## src/rtl/clause_image_loader_pkg.sv

```systemverilog
// Shared types and constants for the clause image loader: header layout and field types.
`ifndef CLAUSE_IMAGE_LOADER_DEFS
`define CLAUSE_IMAGE_LOADER_DEFS
`define NUM_ENGINE 16
`define MAX_NODES  1024
`define MAX_PTRS   256
`endif

package clause_image_loader_pkg;

    localparam int NODE_BITS = 64;
    localparam int PTR_BITS  = 16;

    typedef logic [NODE_BITS-1:0] node_t;
    typedef logic [PTR_BITS-1:0]  ptr_t;

    localparam int HDR_NODES_LSB = 0;
    localparam int HDR_PTRS_LSB  = 16;
    localparam int HDR_FIELD_W   = 16;

    typedef struct packed {
        logic [HDR_FIELD_W-1:0] num_ptrs;
        logic [HDR_FIELD_W-1:0] num_nodes;
    } img_hdr_t;

endpackage

```

## src/rtl/mem_rd_port.sv

```systemverilog
// Single-outstanding clause-memory read tracker: owns request/address and drops stale responses.
module mem_rd_port #(
    parameter int ADDR_W = 16
) (
    input  logic              clk,
    input  logic              rst_n,
    input  logic              load,
    input  logic [ADDR_W-1:0] base_addr,
    input  logic              rd_en,
    input  logic              mem_gnt,
    input  logic              mem_rvalid,
    output logic              mem_req,
    output logic [ADDR_W-1:0] mem_addr,
    output logic              rd_valid
);

    logic outstanding;

    // Address only moves on a consumed response, so it is stable while mem_req waits for gnt.
    assign mem_req  = rd_en && !outstanding;
    assign rd_valid = mem_rvalid && outstanding;

    always_ff @(posedge clk or negedge rst_n) begin
        if (!rst_n) begin
            outstanding <= 1'b0;
            mem_addr    <= '0;
        end else begin
            if (mem_req && mem_gnt)
                outstanding <= 1'b1;
            else if (rd_valid)
                outstanding <= 1'b0;

            if (load)
                mem_addr <= base_addr;
            else if (rd_valid)
                mem_addr <= mem_addr + ADDR_W'(1);
        end
    end

endmodule

```

## src/rtl/clause_image_loader.sv

```systemverilog
// Walks per-engine clause images in memory and streams nodes, dummy pointers and engine
// advances into the BCP accelerator load interface.
//
//   state  | meaning
//   IDLE   | waiting for start
//   HDR    | fetching engine header, bound check
//   NODE   | fetching node words
//   PTR    | fetching dummy pointer words
//   ENG    | advance engine index, decide next engine or finish
//   FIN    | one-cycle done, back to IDLE
module clause_image_loader
    import clause_image_loader_pkg::*;
#(
    parameter int ADDR_W    = 16,
    parameter int WORD_W    = 64,
    parameter int NODE_W    = 64,
    parameter int PTR_W     = 16,
    parameter int MAX_NODES = `MAX_NODES,
    parameter int MAX_PTRS  = `MAX_PTRS,
    parameter int ENG_W     = 4
) (
    input  logic              clk,
    input  logic              rst_n,
    input  logic              start,
    input  logic [ADDR_W-1:0] base_addr,
    input  logic [ENG_W-1:0]  num_eng,
    output logic              busy,
    output logic              done,
    output logic              error,
    output logic              mem_req,
    output logic [ADDR_W-1:0] mem_addr,
    input  logic              mem_gnt,
    input  logic              mem_rvalid,
    input  logic [WORD_W-1:0] mem_rdata,
    output logic [NODE_W-1:0] node_out,
    output logic              node_out_valid,
    output logic [PTR_W-1:0]  dummy_ptr_out,
    output logic              dummy_ptr_valid,
    output logic              change_eng
);

    typedef enum logic [2:0] {S_IDLE, S_HDR, S_NODE, S_PTR, S_ENG, S_FIN} state_t;

    localparam logic [HDR_FIELD_W-1:0] NODE_LIM = HDR_FIELD_W'(MAX_NODES);
    localparam logic [HDR_FIELD_W-1:0] PTR_LIM  = HDR_FIELD_W'(MAX_PTRS);
    localparam logic [HDR_FIELD_W-1:0] CNT_ONE  = HDR_FIELD_W'(1);

    state_t                 state, state_nxt;
    logic                   accept, rd_en, rd_valid, hdr_bad, more_eng;
    img_hdr_t               hdr;
    logic [HDR_FIELD_W-1:0] cnt_nodes, cnt_ptrs;
    logic [ENG_W-1:0]       num_eng_q, eng_idx;

    assign hdr.num_nodes = mem_rdata[HDR_NODES_LSB +: HDR_FIELD_W];
    assign hdr.num_ptrs  = mem_rdata[HDR_PTRS_LSB +: HDR_FIELD_W];
    assign hdr_bad       = (hdr.num_nodes > NODE_LIM) || (hdr.num_ptrs > PTR_LIM);
    assign more_eng      = ({1'b0, eng_idx} + {{ENG_W{1'b0}}, 1'b1}) < {1'b0, num_eng_q};

    assign accept = (state == S_IDLE) && start;
    assign rd_en  = (state == S_HDR) || (state == S_NODE) || (state == S_PTR);
    assign busy   = (state != S_IDLE) && (state != S_FIN);
    assign done   = (state == S_FIN);

    mem_rd_port #(.ADDR_W(ADDR_W)) u_rd_port (
        .clk        (clk),
        .rst_n      (rst_n),
        .load       (accept),
        .base_addr  (base_addr),
        .rd_en      (rd_en),
        .mem_gnt    (mem_gnt),
        .mem_rvalid (mem_rvalid),
        .mem_req    (mem_req),
        .mem_addr   (mem_addr),
        .rd_valid   (rd_valid)
    );

    always_comb begin
        state_nxt = state;
        case (state)
            S_IDLE: if (start) state_nxt = (num_eng == '0) ? S_FIN : S_HDR;
            S_HDR: begin
                if (rd_valid) begin
                    if (hdr_bad)                  state_nxt = S_FIN;
                    else if (hdr.num_nodes != '0) state_nxt = S_NODE;
                    else if (hdr.num_ptrs != '0)  state_nxt = S_PTR;
                    else                          state_nxt = S_ENG;
                end
            end
            S_NODE: if (rd_valid && cnt_nodes == CNT_ONE)
                        state_nxt = (cnt_ptrs != '0) ? S_PTR : S_ENG;
            S_PTR:  if (rd_valid && cnt_ptrs == CNT_ONE) state_nxt = S_ENG;
            S_ENG:  state_nxt = more_eng ? S_HDR : S_FIN;
            S_FIN:  state_nxt = S_IDLE;
            default: state_nxt = S_IDLE;
        endcase
    end

    // change_eng is registered so it lands in the first HDR cycle, clear of the last strobe.
    always_ff @(posedge clk or negedge rst_n) begin
        if (!rst_n) begin
            state           <= S_IDLE;
            num_eng_q       <= '0;
            eng_idx         <= '0;
            cnt_nodes       <= '0;
            cnt_ptrs        <= '0;
            error           <= 1'b0;
            node_out        <= '0;
            node_out_valid  <= 1'b0;
            dummy_ptr_out   <= '0;
            dummy_ptr_valid <= 1'b0;
            change_eng      <= 1'b0;
        end else begin
            state           <= state_nxt;
            node_out_valid  <= 1'b0;
            dummy_ptr_valid <= 1'b0;
            change_eng      <= 1'b0;
            case (state)
                S_IDLE: begin
                    if (start) begin
                        num_eng_q <= num_eng;
                        eng_idx   <= '0;
                        error     <= 1'b0;
                    end
                end
                S_HDR: begin
                    if (rd_valid) begin
                        if (hdr_bad) begin
                            error <= 1'b1;
                        end else begin
                            cnt_nodes <= hdr.num_nodes;
                            cnt_ptrs  <= hdr.num_ptrs;
                        end
                    end
                end
                S_NODE: begin
                    if (rd_valid) begin
                        node_out       <= mem_rdata[NODE_W-1:0];
                        node_out_valid <= 1'b1;
                        cnt_nodes      <= cnt_nodes - CNT_ONE;
                    end
                end
                S_PTR: begin
                    if (rd_valid) begin
                        dummy_ptr_out   <= mem_rdata[PTR_W-1:0];
                        dummy_ptr_valid <= 1'b1;
                        cnt_ptrs        <= cnt_ptrs - CNT_ONE;
                    end
                end
                S_ENG: begin
                    eng_idx    <= eng_idx + ENG_W'(1);
                    change_eng <= more_eng;
                end
                default: ;
            endcase
        end
    end

endmodule

```

## config.mk

```make
export PLATFORM = sky130hd
export DESIGN_NAME = clause_image_loader
export DESIGN_NICKNAME = d
export VERILOG_FILES = /design/src/rtl/clause_image_loader_pkg.sv /design/src/rtl/mem_rd_port.sv /design/src/rtl/clause_image_loader.sv
export SDC_FILE = /design/constraint.sdc
export NUM_CORES = 1
export LEC_CHECK = 0
export CAP_MARGIN = 20
export CORE_MARGIN = 4
export CORE_UTILIZATION = 49
export DETAILED_ROUTE_END_ITERATION = 7
export PLACE_DENSITY_LB_ADDON = 0.2
export SLEW_MARGIN = 20
export SYNTH_ARGS = -nofsm -noshare
export SYNTH_HDL_FRONTEND = slang
export SYNTH_SLANG_ARGS = --single-unit
```

## constraint.sdc

```tcl
create_clock -name clk -period 2.9 [get_ports clk]
set_clock_uncertainty 0.05 [all_clocks]
set_input_delay 0.58 -clock clk [delete_from_list [all_inputs] [get_ports clk]]
set_output_delay 0.58 -clock clk [all_outputs]
set_load 0.02 [all_outputs]
```

---- Word level (Yosys, flattened, before mapping) ----
Cells that the tools add are included.
storage, ports and cells
  register bits after elaboration ......... 144
  input port bits ......................... 89
  logic and storage cells ................. 101
operators by class
  order comparisons ....................... 3
  reduce and logical (&&, ||, !) cells .... 31
  mux-type cells .......................... 33
  equality and inequality tests ........... 16
  add/subtract/negate cells ............... 5
operators by type and width
  kind                   count
  $mux 16                8
  $pmux 16 s2            2
  $reduce_bool 16->1     3
  $eq 16x1->1 const B    2
  $sub 16x1->16 const B  2
  $mux 3                 10
  $add 16x1->16 const B  1
  $gt 16x11->1 const B   1
  $gt 16x9->1 const B    1
  $reduce_and 4->1       4
  $pmux 3 s5             1
  $ne 2x2->1 const B     6
  $reduce_bool 2->1      6
  $mux 1                 9
  $pmux 4 s2             1
  $reduce_and 2->1       4
  $logic_and 1x1->1      7
  $eq 3x2->1 const B     2
  $eq 3x3->1 const B     2
  $add 4x1->5 const B    1
  $lt 5x4->1             1
  $add 4x1->4 const B    1
  $logic_not 4->1        1
  $mux 4                 1
  8 further kinds        11

---- Longest topological paths before layout ----
  depth after elaboration ................. 6
  gate-level depth with buffers ........... 8
  mapped depth without buffers ............ 7

---- Cells and area by module ----
A second synthesis with hierarchy kept.
second synthesis, totals
  cell total of the unflattened synthesis .. 754
  area total of the unflattened synthesis .. 6846.6 um^2
by module, submodules not included
  module               cells each  times used  sequential area each (um^2)  area each (um^2)
  clause_image_loader  647         1           3178.0                       5869.4
  mem_rd_port          107         1           425.4                        977.2

---- Worst setup path after synthesis ----
No wires, ideal clock.
  path kind ............................... input -> register
  start point ............................. in mem_rdata[20]
  end point ............................... reg cnt_ptrs[8]
  cell stages on the path ................. 6
  arrival time ............................ 2.013 ns
  required time ........................... 2.729 ns
  path slack .............................. 0.716 ns
  path through ............................ or4_4 -> o21ai_4 -> and4_4 -> nor2_2 -> buf_6 -> o22a_1
between the ends
  cells in the longest elaborated chain, start to end .. 4
ends and longest elaborated chain
  item                        line                        RTL
  start, declared             clause_image_loader.sv:34   input logic [WORD_W-1:0] mem_rdata,
  $gt 16x9->1                 clause_image_loader.sv:56   assign hdr_bad = (hdr.num_nodes > NODE_LIM) || (hdr.num_ptrs > PTR_LIM);
  $logic_or 1x1->1            clause_image_loader.sv:56
  $ne 2x2->1 (no line)        -
  $reduce_and 4->1 (no line)  -
  end signal, assigned        clause_image_loader.sv:131  cnt_ptrs <= hdr.num_ptrs;
  end signal, assigned        clause_image_loader.sv:146  cnt_ptrs <= cnt_ptrs - CNT_ONE;
  end, declared               clause_image_loader.sv:51   logic [HDR_FIELD_W-1:0] cnt_nodes, cnt_ptrs;
Every way passes these cells.
A chain may end at the register's enable or synchronous reset.

---- Final worst setup path ----
  start point ............................. reg state[0]
  end point ............................... out busy
between the ends
  cells in the longest elaborated chain, start to end .. 2
ends and longest elaborated chain
  item                                                    line                        RTL
  start, declared                                         clause_image_loader.sv:48   state_t state, state_nxt;
  start signal, assigned                                  clause_image_loader.sv:113  state <= state_nxt;
  $ne 3x3->1 / $reduce_bool 3->1 (equally long branches)  clause_image_loader.sv:61   assign busy = (state != S_IDLE) && (state != S_FIN);
  $logic_and 1x1->1 *                                     clause_image_loader.sv:61
  end, declared                                           clause_image_loader.sv:27   output logic busy,
Mark *: on every way between the ends. The rest lies on a longest branch, timed or not.

==> impl_metrics.ini <==
[route]
drc = 0
wl_um = 19300
drt_first_pass_iters = 5
dr_total_vias = 6448
viasPerCell = 5.43
detail-route-antenna-nets = 0
wl_per_cell_um = 16.2
drtIter0Drc = 316

[floorplan]
die_area_um2 = 16200
die_w_um = 127
start_util_pct = 50.0
std_cell_rows = 43
num_io_pins = 192
core_area_um2 = 13900
die_h_um = 127

[final_layout]
antenna_cells = 0
nets = 1093
multi_input_comb_area_um2 = 3150
layout-drive-gt1-share_pct = 8.93
fillers = 1152
fin_util_pct = 70.3
area_delta_synth_final_pct = 40.5
register_area_um2 = 3600

[pwr]
p_per_area_nw_per_um2 = 679
p_int_mw = 4.58
ir_worst_vdd_uv = 376
clockPowerShare_pct = 33.5
power_frac_comb_pct = 26.9
p_switching_mw = 2.07
swShare_pct = 31.1
p_leak_nw = 4.50
power.share.sequential_pct = 39.6

[cts]
cts_max_path_buffers = 2
cts_resized = 0
path_clk_slew_ps = 60
hold_buffers = 0
postCtsSetupBuffers = 0
cts_buffers = 17
htreeDepth = 4
cts_tree = built
cts_sinks = 144
cts_root_buf = clkbuf_16
insertion_delay_ps = 420

[worst_setup_path]
worstPathCellList = or2_2 -> a21o_1 -> clkdlybuf4s50_1
required_ps = 2270
arrival_ps = 2070
crit_family = flip-flops
path_max_fanout = 19
worstSetupPathType = reg -> out
crit_buf_inv = 1
critPathMaxStageDelay_ps = 560
r2r_slack_ps = 490
r2r-end = state[0]$_DFFE_PN0P_
rr_worst_depth = 7
worst_setup_path_end_kind = primary output
r2r-start = cnt_ptrs[1]$_DFFE_PN0P_
worstSetupStartpointType = flop
crit_slowest_cell = dfrtp_1

[status]
status = completed

[synth]
synth_nets = 894
synth_top_area_share_pct = 51.7
yosys_warnings = 0
ys_types = 69
synth_edf_count = 0
synthArstFlopShare_pct = 100
yosys-top-cells-count = 286 x nand2_1, 144 x dfrtp_1, 44 x nor2_1, 39 x o21ai_0, 31 x clkbuf_1
yosys_register_bits = 144
yosysMostFrequentCell = nand2_1
synth-main-ff-cell = dfrtp_1
syn_inst = 796
netlist_area_um2 = 6970
yosysTopAreaCell = dfrtp_1
synth.yosys.seq_area_share_pct = 51.7
syn_avg_cell_area_um2 = 8.76
synth.area.top_cells = dfrtp_1 52%, nand2_1 15%, o21ai_0 2.8%

[placed_design]
place_ws_ps = 142
gp_congestion = 0.900
hpwlAfterDp_um = 13800
io_buffers = 191

[sta]
tightest_slew_ps = 717
timing.final.crit_period_ps = 2700
setup_violations = 0
timing.hold.ws_ps = 55.6
hold_viol_final = 0
slew-limit-headroom_pct = 52.1
slew_violations = 0
fin_setup_tns_ps = 0
fin_crit_sh_pct = 93.0
fmax_mhz = 371
setup_ws_ps = 203
grt_setup_unrepaired = false

[global_routing]
grt_max_degree = 55
grt_pass1_wl_um = 31400
grt.overflow.total = 0
grt_pass1_vias = 6219
globalRouteTotalUtil_pct = 23.9
antenna_found_initial = 0

[run]
timing.max_cap.violations = 0

[worst_hold_path]
hp-class = in -> async
kinds of logic after synthesis:
family	count (synthesis)	share of synthesized area [%]
mux	7	1.04
flops	144	51.7
xor+xnor	17	2.14
compound gates	132	12.6
buf+inv	56	3.28
simple gates	431	27.6
fa+ha+maj	9	1.61
per-stage QoR:
stage	total power [mW]	instance area [um^2]	cells
floorplan	3.51	6970	796
global placement	4.43	9190	1156
CTS	6.71	9790	1188
detailed placement	4.47	9190	1156
global route	7.00	9790	1188
finish	6.65	9790	1188
power by group through the flow:
stage / sequential [mW] / combinational, mW / clock, mW
floorplan: 2.96 / 0.555 / 0
global placement: 2.65 / 1.77 / 0
detailed placement: 2.66 / 1.80 / 0
CTS: 2.63 / 1.81 / 2.27
finish: 2.63 / 1.79 / 2.23
global route: 2.69 / 1.95 / 2.36
per-layer routing:
metal	vias up	GRT usage [%]	routed length, um
li1	3120	-	-
met1	3054	32.5	8470
met2	247	38.6	9170
met3	27	5.64	1340
met4	0	7.07	308
met5	-	0	0
placed cells by master, fill, tap and decap left out, types with 12 or more instances in the layout:
cell | synthesis | final
nand3_1 | 18 | 18
buf_4 | 0 | 30
clkdlybuf4s50_1 | 0 | 190
clkbuf_16 | 0 | 17
inv_1 | 12 | 12
nor2_1 | 44 | 44
nand2_1 | 286 | 285
nor3_1 | 20 | 20
a21oi_1 | 23 | 23
dfrtp_1 | 144 | 144
a31oi_1 | 12 | 12
o21ai_0 | 39 | 39
worst max path at each step:
stage / cells past startpoint / to / start / slack, ps
final: 3 / busy / state[0]$_DFFE_PN0P_ / 200
after global routing: 3 / mem_req / state[0]$_DFFE_PN0P_ / 120
after CTS: 3 / busy / state[0]$_DFFE_PN0P_ / 200
after detailed placement: 7 / cnt_ptrs[1]$_DFFE_PN0P_ / mem_rdata[7] / 140
after global placement: 7 / cnt_ptrs[7]$_DFFE_PN0P_ / mem_rdata[20] / 190
after floorplan: 6 / cnt_ptrs[8]$_DFFE_PN0P_ / mem_rdata[20] / 720
state kept, by name, indices dropped and copies added (netlist names):
name and count:
node_out 64, cnt_nodes 16, cnt_ptrs 16, dummy_ptr_out 16, u_rd_port.mem_addr 16, eng_idx 4
num_eng_q 4, state 3, change_eng 1, dummy_ptr_valid 1, error 1, node_out_valid 1
u_rd_port.outstanding 1
final cells by class:
| class | instances | share of cell area, % |
|---|---|---|
| Tap cell | 180 | 2.30 |
| Sequential cell | 144 | 36.8 |
| Timing Repair Buffer | 222 | 22.0 |
| Multi-Input combinational cell | 596 | 32.2 |
| Clock buffer | 19 | 4.52 |
| Clock inverter | 13 | 1.66 |
| Inverter | 14 | 0.537 |
(Power assumes the default switching activity.)
